**src/rtl/ternary_pkg.sv**
```systemverilog
// Shared ternary types for the SRAM wrapper and its request-side controller.
//   trit_t              2-bit trit encoding: 00 = 0, 01 = +1, 10 = -1, 11 = invalid
//   T_*                 named trit values
//   tsram_ctrl_state_e  controller FSM states
package ternary_pkg;

    typedef logic [1:0] trit_t;

    localparam trit_t T_ZERO    = 2'b00;
    localparam trit_t T_POS     = 2'b01;
    localparam trit_t T_NEG     = 2'b10;
    localparam trit_t T_INVALID = 2'b11;

    typedef enum logic [1:0] {
        IDLE  = 2'd0,
        WRITE = 2'd1,
        READ  = 2'd2,
        DRAIN = 2'd3
    } tsram_ctrl_state_e;

endpackage

```
**src/rtl/ternary_resp_fifo.sv**
```systemverilog
// Two-entry response buffer holding read beats as packed {data, last, err}.
// Ports:
//   clk, rst    clock; synchronous active-high flush
//   push, din   write an entry
//   pop         consume the head entry (ignored when empty)
//   dout        head entry (stale when count == 0; caller qualifies)
//   count       occupancy, 0..2
module ternary_resp_fifo #(
    parameter int WIDTH = 56
) (
    input  logic             clk,
    input  logic             rst,
    input  logic             push,
    input  logic             pop,
    input  logic [WIDTH-1:0] din,
    output logic [WIDTH-1:0] dout,
    output logic [1:0]       count
);

    logic [WIDTH-1:0] mem [2];
    logic             wr_ptr;
    logic             rd_ptr;
    logic             pop_ok;

    assign pop_ok = pop && (count != 2'd0);

    always_ff @(posedge clk) begin
        if (rst) begin
            wr_ptr <= 1'b0;
            rd_ptr <= 1'b0;
            count  <= 2'd0;
        end else begin
            if (push) begin
                mem[wr_ptr] <= din;
                wr_ptr      <= ~wr_ptr;
            end
            if (pop_ok) begin
                rd_ptr <= ~rd_ptr;
            end
            case ({push, pop_ok})
                2'b10:   count <= count + 2'd1;
                2'b01:   count <= count - 2'd1;
                default: count <= count;
            endcase
        end
    end

    assign dout = mem[rd_ptr];

    // The controller throttles issue so a push never lands on a full buffer.
    a_no_overflow: assert property (@(posedge clk) disable iff (rst)
        !(push && !pop_ok && count == 2'd2));

endmodule

```
**src/rtl/ternary_sram_ctrl.sv**
```systemverilog
// Request-side initiator for the ternary SRAM wrapper. Accepts single or burst
// read/write requests over valid/ready, drives the wrapper port, absorbs the
// wrapper's 1-cycle read latency and returns read beats through a 2-entry buffer.
// Optional build macro: TSRAM_ERR_CHECK_EN -- flags read beats containing an
// invalid trit on rd_err; when undefined rd_err is always 0.
// Ports:
//   clk, rst                        clock; synchronous active-high reset
//   req_valid/ready/we/addr/len     burst request (len = beats - 1)
//   wr_valid/ready/data             write beat stream
//   rd_valid/ready/data/last/err    read beat stream
//   busy                            FSM active or response buffer non-empty
//   sram_addr/we/re/ce/wdata        wrapper command port
//   sram_rdata                      wrapper read data, valid the cycle after sram_re
//
// state | meaning
// IDLE  | waiting for a request, req_ready high
// WRITE | forwarding write beats to the wrapper
// READ  | issuing reads while the buffer has room
// DRAIN | all reads issued, waiting for buffer and pipeline to empty
module ternary_sram_ctrl
    import ternary_pkg::*;
#(
    parameter  int TRIT_WIDTH = 27,
    parameter  int ADDR_BITS  = 8,
    parameter  int DEPTH      = 256,
    parameter  int MAX_BURST  = 16,
    localparam int LEN_BITS   = $clog2(MAX_BURST)
) (
    input  logic                     clk,
    input  logic                     rst,
    input  logic                     req_valid,
    output logic                     req_ready,
    input  logic                     req_we,
    input  logic [ADDR_BITS-1:0]     req_addr,
    input  logic [LEN_BITS-1:0]      req_len,
    input  logic                     wr_valid,
    output logic                     wr_ready,
    input  trit_t [TRIT_WIDTH-1:0]   wr_data,
    output logic                     rd_valid,
    input  logic                     rd_ready,
    output trit_t [TRIT_WIDTH-1:0]   rd_data,
    output logic                     rd_last,
    output logic                     rd_err,
    output logic                     busy,
    output logic [ADDR_BITS-1:0]     sram_addr,
    output logic                     sram_we,
    output logic                     sram_re,
    output logic                     sram_ce,
    output trit_t [TRIT_WIDTH-1:0]   sram_wdata,
    input  trit_t [TRIT_WIDTH-1:0]   sram_rdata
);

    localparam int CNT_W  = LEN_BITS + 1;
    localparam int FIFO_W = 2 * TRIT_WIDTH + 2;

    tsram_ctrl_state_e         state, state_nxt;
    logic [ADDR_BITS-1:0]      addr_q, addr_nxt;
    logic [CNT_W-1:0]          cnt_q, cnt_nxt;
    logic                      inflight_q, inflight_last_q;
    logic                      issue, last_beat, pop, cap_err, head_valid;
    logic [1:0]                fifo_count;
    logic [2:0]                occupancy;
    logic [FIFO_W-1:0]         fifo_din, fifo_dout;
    trit_t [TRIT_WIDTH-1:0]    head_data;
    logic                      head_last, head_err;

    logic                      req_ready_i, wr_ready_i, sram_we_i, sram_re_i;
    logic [ADDR_BITS-1:0]      sram_addr_i;
    trit_t [TRIT_WIDTH-1:0]    sram_wdata_i;

    function automatic logic [ADDR_BITS-1:0] addr_inc(input logic [ADDR_BITS-1:0] a);
        return (a == ADDR_BITS'(DEPTH - 1)) ? '0 : a + ADDR_BITS'(1);
    endfunction

    assign head_valid = (fifo_count != 2'd0);
    assign pop        = head_valid && rd_ready;
    assign last_beat  = (cnt_q == CNT_W'(1));
    // Slots already spoken for next cycle, crediting a pop happening now.
    assign occupancy  = {1'b0, fifo_count} + {2'b0, inflight_q} - {2'b0, pop};

    always_comb begin
        state_nxt    = state;
        addr_nxt     = addr_q;
        cnt_nxt      = cnt_q;
        issue        = 1'b0;
        req_ready_i  = 1'b0;
        wr_ready_i   = 1'b0;
        sram_we_i    = 1'b0;
        sram_re_i    = 1'b0;
        sram_addr_i  = '0;
        sram_wdata_i = '0;
        case (state)
            IDLE: begin
                req_ready_i = 1'b1;
                if (req_valid) begin
                    addr_nxt  = req_addr;
                    cnt_nxt   = CNT_W'(req_len) + CNT_W'(1);
                    state_nxt = req_we ? WRITE : READ;
                end
            end
            WRITE: begin
                wr_ready_i  = 1'b1;
                sram_addr_i = addr_q;
                if (wr_valid) begin
                    sram_we_i    = 1'b1;
                    sram_wdata_i = wr_data;
                    addr_nxt     = addr_inc(addr_q);
                    cnt_nxt      = cnt_q - CNT_W'(1);
                    if (last_beat) state_nxt = IDLE;
                end
            end
            READ: begin
                sram_addr_i = addr_q;
                if (occupancy < 3'd2) begin
                    issue     = 1'b1;
                    sram_re_i = 1'b1;
                    addr_nxt  = addr_inc(addr_q);
                    cnt_nxt   = cnt_q - CNT_W'(1);
                    if (last_beat) state_nxt = DRAIN;
                end
            end
            DRAIN: begin
                if (!head_valid && !inflight_q) state_nxt = IDLE;
            end
            default: state_nxt = IDLE;
        endcase
    end

    always_ff @(posedge clk) begin
        if (rst) begin
            state           <= IDLE;
            addr_q          <= '0;
            cnt_q           <= '0;
            inflight_q      <= 1'b0;
            inflight_last_q <= 1'b0;
        end else begin
            state           <= state_nxt;
            addr_q          <= addr_nxt;
            cnt_q           <= cnt_nxt;
            inflight_q      <= issue;
            inflight_last_q <= issue && last_beat;
        end
    end

`ifdef TSRAM_ERR_CHECK_EN
    always_comb begin
        cap_err = 1'b0;
        for (int i = 0; i < TRIT_WIDTH; i++) begin
            if (sram_rdata[i] == T_INVALID) cap_err = 1'b1;
        end
    end
`else
    assign cap_err = 1'b0;
`endif

    assign fifo_din = {sram_rdata, inflight_last_q, cap_err};

    ternary_resp_fifo #(.WIDTH(FIFO_W)) u_resp_fifo (
        .clk   (clk),
        .rst   (rst),
        .push  (inflight_q),
        .pop   (pop),
        .din   (fifo_din),
        .dout  (fifo_dout),
        .count (fifo_count)
    );

    assign {head_data, head_last, head_err} = fifo_dout;

    // Outputs are forced low while rst is high, whatever state the FSM was in.
    assign req_ready  = !rst && req_ready_i;
    assign wr_ready   = !rst && wr_ready_i;
    assign sram_we    = !rst && sram_we_i;
    assign sram_re    = !rst && sram_re_i;
    assign sram_ce    = sram_we || sram_re;
    assign sram_addr  = rst ? '0 : sram_addr_i;
    assign sram_wdata = rst ? '0 : sram_wdata_i;
    assign rd_valid   = !rst && head_valid;
    assign rd_data    = rd_valid ? head_data : '0;
    assign rd_last    = rd_valid && head_last;
    assign rd_err     = rd_valid && head_err;
    assign busy       = !rst && ((state != IDLE) || head_valid);

endmodule

```
**config.mk**
```make
export PLATFORM = sky130hd
export DESIGN_NAME = ternary_sram_ctrl
export DESIGN_NICKNAME = d
export VERILOG_FILES = /design/src/rtl/ternary_pkg.sv /design/src/rtl/ternary_resp_fifo.sv /design/src/rtl/ternary_sram_ctrl.sv
export SDC_FILE = /design/constraint.sdc
export NUM_CORES = 1
export LEC_CHECK = 0
export ABC_AREA = 1
export CAP_MARGIN = 25
export CELL_PAD_IN_SITES_DETAIL_PLACEMENT = 2
export CELL_PAD_IN_SITES_GLOBAL_PLACEMENT = 2
export CORE_UTILIZATION = 28
export CTS_BUF_LIST = sky130_fd_sc_hd__clkbuf_4 sky130_fd_sc_hd__clkbuf_8 sky130_fd_sc_hd__clkbuf_16
export DETAILED_ROUTE_END_ITERATION = 10
export PLACE_DENSITY = 0.93
export RECOVER_POWER = 25
export SLEW_MARGIN = 40
export SYNTH_ARGS = -nofsm -noshare
export SYNTH_HDL_FRONTEND = slang
export SYNTH_HIERARCHICAL = 1
export SYNTH_SLANG_ARGS = --single-unit
```
**constraint.sdc**
```tcl
create_clock -name clk -period 15.81 [get_ports clk]
set_input_delay 3.162 -clock clk [delete_from_list [all_inputs] [get_ports clk]]
set_output_delay 3.162 -clock clk [all_outputs]
set_load 0.02 [all_outputs]
```
==> results.yml, run 1 <==
min_path:
  min_to: "u_resp_fifo/mem[1][1]"
  hold_path.class: "reg2reg"
  worstHoldStart: "inflight_last_q"
  min_path_cells: 0
cts:
  cts_tree: "done"
  cts_root_buf: "clkbuf_16"
  clock_sinks: 134
  cts-resized-gates: 0
  htree_levels: 4
  post_cts_buffers: 0
  insertion_delay_ps: 420
  cts.clk_slew.worst_paths_ps: 60
  cts_inserted_buffers: 17
  clock_path_buffers: 2
  cts_hold_buffers: 0
floorplanning:
  rows: 56
  initial_core_util_pct: 28.7
  io_pins: 251
  fp.coreArea_um2: 23600
  dieWidth_um: 158
  dieHeight_um: 158
  dieArea_um2: 24800
setup_path:
  regToRegEndpoint: "addr_q[0]"
  regToRegSetupSlack_ps: 12950
  end_kind: "output pin"
  crit_fanout: 4
  cp_data_arrival_time_ps: 6090
  required_ps: 12650
  rr_worst_depth: 11
  startpoint_type: "input port"
  r2r-start: "u_resp_fifo/count[1]"
  crit_type: "in2out"
timing:
  setup_viol: 0
  worst_pin_slew_ps: 824
  relSlewSlack_pct: 45.0
  rsz0062_at_grt: "no"
  clock.fmax_mhz: 108
  period_needed_ps: 9250
  clock_skew_ps: 12.5
  final.period_utilization_pct: 58.5
  setup_tns_ps: 0
  layout_setup_ws_ps: 6560
  hold_viol_final: 0
  slew_viol_final: 0
route:
  firstDrtPassIters: 4
  avgRoutedWirePerCell_um: 17.9
  via_per_inst: 4.32
  drc: 0
  postRouteAntennaNets: 0
  route.vias.total: 5550
  totalWireLength_mm: 23.0
  drt_iter0_markers: 240
layout:
  final_common_cell: "clkdlybuf4s50_1"
  postLayoutCoreUtil_pct: 43.1
  layout-drive-gt1-share_pct: 10.9
  fin_nets: 1080
  final_cell_mix: "205 x clkdlybuf4s50_1, 163 x nor2_1, 158 x inv_1"
  nFillCells: 2522
  areaGrowthSynthToFinish_pct: 50.2
  fin_area_um2: 10200
logic_synthesis:
  synthCells: 692
  avgSynthCellArea_um2: 9.80
  synth_seq_cells: 134
  synth.distinct_cells: 29
  synth.area.top_cells: "edfxtp_1 50%, nor2_1 9.1%, mux2_4 8.9%"
  synth_warnings: 6
  ys_seq_area_share_pct: 56.1
  syn-cell-area_um2: 6780
  synth_top_area_cell: "edfxtp_1"
  synth_top_area_share_pct: 49.6
job:
  cap_violations: 0
pwr:
  p_total_uw: 1240
  power_density_nw_per_um2: 122
  p_leak_uw: 0.00431
  ir_worst_vdd_mv: 0.0648
outcome:
  status: "finished, final reports clean"
placement:
  dpl-instance-area_um2: 9600
  pre_cts_ws_ps: 6540
  io_buffers: 250
  place_congestion: 0.708
  detailed_place_hpwl_mm: 16.8
global_routing:
  gr-total-overflow: 0
  grt_pass1_vias: 6051
  grt_pass1_wl_mm: 34.2
  grt_max_degree: 57
  antenna_found_initial: 12
  grt.total_usage_pct: 18.4
-- synth_stat cells, drive strengths merged --
cell,instances
a21boi,1
a21oi,5
buf,22
clkbuf,3
conb,1
dfxtp,22
edfxtp,112
fa,1
ha,11
inv,159
mux2,56
nand2,87
nand3,15
nand3b,1
nand4,6
nor2,164
nor3,11
o21a,1
o21ai,12
o31ai,1
or2,1
-- cell type report --
| class | count | area (µm²) | share of cell area (%) |
|---|---|---|---|
| multi-input combinational | 375 | 2230 | 21.9 |
| clock buffer | 17 | 425 | 4.18 |
| tap | 319 | 399 | 3.92 |
| sequential | 134 | 3810 | 37.4 |
| antenna | 10 | 25.0 | 0.246 |
| inverter | 159 | 599 | 5.88 |
| clock inverter | 15 | 134 | 1.31 |
| timing repair buffer | 255 | 2560 | 25.2 |
-- worst max path at each step --
| stage | from | endpoint | slack [ps] |
|---|---|---|---|
| floorplan | rd_ready | sram_ce | 7380 |
| global placement | rd_ready | sram_ce | 6590 |
| detailed placement | rd_ready | sram_ce | 6540 |
| CTS | rd_ready | sram_ce | 6520 |
| global route | rd_ready | sram_ce | 6360 |
| finish | rd_ready | sram_ce | 6560 |
-- power breakdown --
part,total (µW),switching (µW),leakage (µW),internal (µW)
Combinational,423,259,0.00285,164
Clock,378,170,0.000271,208
Sequential,441,22.3,0.00119,419
Total,1240,452,0.00431,790
-- worst max-delay path: stages --
cell and delay [ps]:
clkdlybuf4s50_1 450, inv_1 40, nor2_1 130, ha_1 240, or2_2 300, fa_1 500
nand3_2 130, nor3_1 240, inv_1 110, nand2_1 80, clkdlybuf4s50_1 690
-- state kept, by name (all words and copies together) (netlist names), named ones only --
register	cells
u_resp_fifo/rd_ptr	1
state	2
addr_q	8
u_resp_fifo/count	2
cnt_q	5
u_resp_fifo/mem	112
inflight_last_q	1
inflight_q	1
u_resp_fifo/wr_ptr	1
-- metrics by stage --
step	hold WS, ps	instances
floorplan	404	693
global placement	413	1240
detailed placement	418	1242
CTS	433	1274
global route	446	1280
finish	429	1284
-- per-layer routing --
metal / GRT usage [%] / share of wire (%) / up-vias
met2: 35.1 / 54 / 130
met1: 19.8 / 39 / 2732
met4: 4.85 / 1.6 / 2
li1: - / - / 2662
met3: 5.01 / 4.9 / 24
met5: 0 / 0.052 / -
-- cells by family after synthesis --
group | synth area share, %
and+or+nand+nor | 17.1
buffers and inverters | 11.3
DFF | 56.1
muxes | 11.5
AOI/OAI and AO/OA | 1.59
adders and majority gates | 2.33
other | 0.0553
No activity file was read; power rests on OpenSTA's default activity.
==> run 2: changes to the inputs <==
--- a/config.mk
+++ b/config.mk
@@ -9,10 +9,10 @@
 export CAP_MARGIN = 25
 export CELL_PAD_IN_SITES_DETAIL_PLACEMENT = 2
 export CELL_PAD_IN_SITES_GLOBAL_PLACEMENT = 2
-export CORE_UTILIZATION = 28
+export CORE_UTILIZATION = 26
 export CTS_BUF_LIST = sky130_fd_sc_hd__clkbuf_4 sky130_fd_sc_hd__clkbuf_8 sky130_fd_sc_hd__clkbuf_16
 export DETAILED_ROUTE_END_ITERATION = 10
-export PLACE_DENSITY = 0.93
+export PLACE_DENSITY = 0.88
 export RECOVER_POWER = 25
 export SLEW_MARGIN = 40
 export SYNTH_ARGS = -nofsm -noshare
==> constraint.sdc (replaced) <==
create_clock -name clk -period 9.15 [get_ports clk]
set_input_delay 1.83 -clock clk [delete_from_list [all_inputs] [get_ports clk]]
set_output_delay 1.83 -clock clk [all_outputs]
set_load 0.02 [all_outputs]
==> results.yml, run 2 (synthesis gave the netlist of run 1 again) <==
outcome:
  status: "finished, final reports clean"
placement:
  io_buffers: 250
  place_congestion: 0.714
  detailed_place_hpwl_mm: 16.4
cts:
  cts_inserted_buffers: 17
  insertion_delay_ps: 410
  cts_hold_buffers: 0
  cts_tree: "done"
  post_cts_buffers: 0
  cts-resized-gates: 0
  clock_path_buffers: 2
  clock_sinks: 134
  cts_root_buf: "clkbuf_16"
  cts.clk_slew.worst_paths_ps: 60
  htree_levels: 4
timing:
  worst_pin_slew_ps: 828
  clock_skew_ps: 14.9
  setup_viol: 0
  period_needed_ps: 6580
  hold_viol_final: 0
  slew_viol_final: 0
  setup_tns_ps: 0
  relSlewSlack_pct: 44.8
  clock.fmax_mhz: 152
  hold_slack_ps: 431
  final.period_utilization_pct: 71.9
  rsz0062_at_grt: "no"
layout:
  fin_nets: 1081
  final_common_cell: "clkdlybuf4s50_1"
  nFillCells: 2753
  areaGrowthSynthToFinish_pct: 50.6
  final_cell_mix: "203 x clkdlybuf4s50_1, 163 x nor2_1, 158 x inv_1"
  reg.largest.list: "u_resp_fifo/mem x112, addr_q x8, cnt_q x5"
  layout-drive-gt1-share_pct: 11.0
  top_register: "u_resp_fifo/mem"
  largest_reg_flops: 112
setup_path:
  critPathSlowestCell: "clkdlybuf4s50_1"
  cp_data_arrival_time_ps: 4750
  crit_fanout: 4
  required_ps: 7320
  worst-path-buf-inv: 4
  max_stage_delay_ps: 670
  cp_top_family: "buffers and inverters"
  startpoint_type: "input port"
  path_cells: "clkdlybuf4s50_1 -> inv_1 -> nor2_1 -> ha_1 -> or2_2 -> fa_1 -> nand3_2 -> nor3_1 -> inv_1 -> nand2_1 -> clkdlybuf4s50_1"
  crit_type: "in2out"
  end_kind: "output pin"
global_routing:
  grt_max_degree: 57
  gr-total-overflow: 0
  met2_usage_pct: 29.9
  grt.total_usage_pct: 16.2
  grt-busiest-layer: "met2"
  grt_pass1_wl_mm: 33.0
  antenna_found_initial: 3
  met1_usage_pct: 18.5
  grt_pass1_vias: 6016
  grtUsageMet3_pct: 4.11
pwr:
  p_comb_share_pct: 33.4
  pwr-share-seq_pct: 35.3
  ir_worst_vdd_mv: 0.118
  power_density_nw_per_um2: 212
  p_leak_uw: 0.00432
  swShare_pct: 35.6
  switching_power_uw: 770
  p_int_uw: 1390
  pwr-share-clk_pct: 31.3
route:
  via_per_inst: 4.24
  avgRoutedWirePerCell_um: 16.9
  drc: 0
  route.vias.total: 5464
  totalWireLength_mm: 21.8
  postRouteAntennaNets: 0
  drt_iter0_markers: 229
  firstDrtPassIters: 4
job:
  cap_violations: 0
floorplanning:
  initial_core_util_pct: 26.7
  fp.coreArea_um2: 25400
  io_pins: 251
  dieWidth_um: 163
  rows: 58
  dieHeight_um: 163
  dieArea_um2: 26700
min_path:
  hold_path.class: "reg2reg"
==> run 2: cell types whose count changed in the layout (fill, tap and decap cells not counted), sizes merged <==
cell / delta
diode: -7
bufinv: +1
inv: -1
buf: +1
clkdlybuf4s50: -2
dlygate4sd3: +2
==> run 2: worst reg2reg max path, delay by kind of cell (launching register included) <==
family	cells	cell delay [ps]
adders and majority gates	2	800
DFF	1	390
and+or+nand+nor	8	1570
==> run 2: through the flow <==
stage / util [%] / total power [µW] / area [µm²] / setup slack (ps) / cells
6_report: 40.2 / 2160 / 10200 / 2570 / 1289
5_1_grt: 40.2 / 2310 / 10200 / 2340 / 1288
4_1_cts: 40.2 / 2210 / 10200 / 2510 / 1286
3_5_place_dp: 37.9 / 1510 / 9620 / 2530 / 1254
3_3_place_gp: 37.7 / 1480 / 9580 / 2600 / 1252
2_1_floorplan: - / 1240 / 6780 / 2860 / 693
==> run 2: area by class of cell <==
type	instances	area, µm²	share of cell area, %
Antenna cell	3	7.51	0.0735
Clock buffer	17	425	4.17
Clock inverter	15	158	1.54
Inverter	159	599	5.87
Multi-Input combinational cell	375	2230	21.8
Sequential cell	134	3810	37.3
Tap cell	330	413	4.04
Timing Repair Buffer	256	2570	25.2
==> run 2: power by group through the flow <==
| stage | clock network (µW) | logic (µW) | registers (µW) |
|---|---|---|---|
| 2_1_floorplan | 0 | 478 | 763 |
| 3_3_place_gp | 0 | 703 | 772 |
| 3_5_place_dp | 0 | 738 | 775 |
| 4_1_cts | 700 | 743 | 763 |
| 5_1_grt | 723 | 814 | 769 |
| 6_report | 677 | 723 | 763 |
==> run 2: path summary, 6_finish.rpt <==
path | from | end | slack, ps | depth (start not counted)
worst max-delay path | rd_ready | sram_ce | 2570 | 11
worst min-delay path | inflight_last_q | u_resp_fifo/mem[0][1] | 430 | 0
worst max register to register | u_resp_fifo/count[1] | cnt_q[1] | 6280 | 10
worst min register to register | inflight_last_q | u_resp_fifo/mem[0][1] | 430 | 0
==> run 2: metal layers <==
metal | wire [µm] | vias to the layer above
li1 | - | 2658
met1 | 9090 | 2667
met2 | 11600 | 124
met3 | 970 | 15
met4 | 206 | 0
met5 | 0 | -
==> run 3: changes to the inputs <==
--- a/config.mk
+++ b/config.mk
@@ -9,10 +9,10 @@
 export CAP_MARGIN = 25
 export CELL_PAD_IN_SITES_DETAIL_PLACEMENT = 2
 export CELL_PAD_IN_SITES_GLOBAL_PLACEMENT = 2
-export CORE_UTILIZATION = 26
+export CORE_UTILIZATION = 24
 export CTS_BUF_LIST = sky130_fd_sc_hd__clkbuf_4 sky130_fd_sc_hd__clkbuf_8 sky130_fd_sc_hd__clkbuf_16
 export DETAILED_ROUTE_END_ITERATION = 10
-export PLACE_DENSITY = 0.88
+export PLACE_DENSITY = 0.85
 export RECOVER_POWER = 25
 export SLEW_MARGIN = 40
 export SYNTH_ARGS = -nofsm -noshare
==> constraint.sdc (replaced) <==
create_clock -name clk -period 5.3 [get_ports clk]
set_input_delay 1.06 -clock clk [delete_from_list [all_inputs] [get_ports clk]]
set_output_delay 1.06 -clock clk [all_outputs]
set_load 0.02 [all_outputs]
==> results.yml, run 3 (synthesis gave the netlist of run 1 again) <==
timing:
  period_needed_ps: 5060
  clock_skew_ps: 11.1
  clock.fmax_mhz: 197
  final.period_utilization_pct: 95.5
  hold_slack_ps: 443
  hold_viol_final: 0
  slew_viol_final: 0
  setup_viol: 0
  layout_setup_ws_ps: 236
  worst_pin_slew_ps: 687
  setup_tns_ps: 0
  rsz0062_at_grt: "no"
  relSlewSlack_pct: 54.1
outcome:
  status: "finished, final reports clean"
layout:
  fin_nets: 1086
  areaGrowthSynthToFinish_pct: 52.4
  nFillCells: 3054
  final_common_cell: "clkdlybuf4s50_1"
  top_register: "u_resp_fifo/mem"
  largest_reg_flops: 112
  final_cell_mix: "205 x clkdlybuf4s50_1, 163 x nor2_1, 158 x inv_1"
  instances_no_fill: 1343
  layout-drive-gt1-share_pct: 11.5
  reg.largest.list: "u_resp_fifo/mem x112, addr_q x8, cnt_q x5"
route:
  firstDrtPassIters: 4
  drc: 0
  via_per_inst: 4.11
  totalWireLength_mm: 21.7
  route.vias.total: 5522
  avgRoutedWirePerCell_um: 16.2
  drt_iter0_markers: 185
  postRouteAntennaNets: 0
floorplanning:
  io_pins: 251
  initial_core_util_pct: 24.4
  dieArea_um2: 28900
  dieWidth_um: 170
  rows: 61
  dieHeight_um: 170
  fp.coreArea_um2: 27800
setup_path:
  rr_worst_depth: 11
  cp_data_arrival_time_ps: 4000
  path_cells: "clkdlybuf4s50_1 -> inv_1 -> nor2_1 -> ha_1 -> or2_2 -> fa_1 -> nand3_2 -> nor3_2 -> inv_1 -> nand2_1 -> clkdlybuf4s50_1"
  end_kind: "output pin"
  startpoint_type: "input port"
  regToRegSetupSlack_ps: 2460
  crit_type: "in2out"
  crit_fanout: 4
  cp_top_family: "buffers and inverters"
  max_stage_delay_ps: 640
  required_ps: 4240
  critPathSlowestCell: "clkdlybuf4s50_1"
  worst-path-buf-inv: 4
  cp.depth: 11
placement:
  pre_cts_ws_ps: 101
  place_inst: 1307
  place_congestion: 0.730
  io_buffers: 250
  detailed_place_hpwl_mm: 16.4
cts:
  htree_levels: 4
  cts_inserted_buffers: 17
  insertion_delay_ps: 410
  cts_tree: "done"
  cts_root_buf: "clkbuf_16"
  clock_path_buffers: 2
  clock_sinks: 134
  cts.clk_slew.worst_paths_ps: 60
  cts_hold_buffers: 0
pwr:
  p_leak_uw: 0.00435
  power_density_nw_per_um2: 366
  p_total_uw: 3790
  ir_worst_vdd_mv: 0.278
global_routing:
  grt_pass1_wl_mm: 33.0
  gr-total-overflow: 0
  antenna_found_initial: 6
  grt.total_usage_pct: 15.0
  grt_max_degree: 57
  grt_pass1_vias: 5867
min_path:
  min_path_cells: 0
  hold_path.class: "reg2reg"
job:
  cap_violations: 0
## run 3: timing repair
action                     in CTS  in global routing
setup buffers                   0                  0
setup endpoints to repair       0                  1
gates resized for setup         0                  1
## run 3: worst register-to-register path, cell delays in order (launching register included)
cell,delay [ps]
dfxtp_1,390
nor2_1,300
nor2_1,120
ha_1,300
or2_2,310
fa_1,510
nand3_2,150
nand2_4,120
nand3_4,250
nand2_1,140
nand2_1,60
nor2_1,130
## run 3: final cells by class
cell class / count / area [µm²] / share of cell area (%)
diodes: 5 / 12.5 / 0.121
clock buffers: 17 / 425 / 4.12
clock inverters: 14 / 174 / 1.68
inverters: 159 / 599 / 5.80
multi-input cells: 375 / 2240 / 21.7
flip-flops and latches: 134 / 3810 / 36.9
well taps: 378 / 473 / 4.58
repair buffers: 261 / 2600 / 25.2
## run 3: stage by stage
step	utilization (%)	area, µm²
after global placement	34.9	9690
final	37.2	10300
after CTS	37.1	10300
after global routing	37.2	10300
after floorplan	-	6790
after detailed placement	35.0	9710
## run 3: final timing paths
path / end / startpoint
setup / recovery: sram_ce / rd_ready
hold / removal: u_resp_fifo/mem[1][1] / inflight_last_q
setup reg to reg: addr_q[6] / u_resp_fifo/count[1]
hold reg to reg: u_resp_fifo/mem[1][1] / inflight_last_q
## run 3: per-layer routing
layer | wire [µm] | vias to the layer above | global-route usage, % | part of all wire, %
met1 | 9130 | 2716 | 17.7 | 42
li1 | - | 2664 | - | -
met3 | 991 | 18 | 4.30 | 4.6
met2 | 11300 | 122 | 26.6 | 52
met4 | 255 | 2 | 3.45 | 1.2
met5 | 13 | - | 0 | 0.060
## run 3: power by group
| part | internal, µW | switching (µW) |
|---|---|---|
| sequential | 1250 | 66.5 |
| combinational | 495 | 758 |
| clock | 743 | 475 |
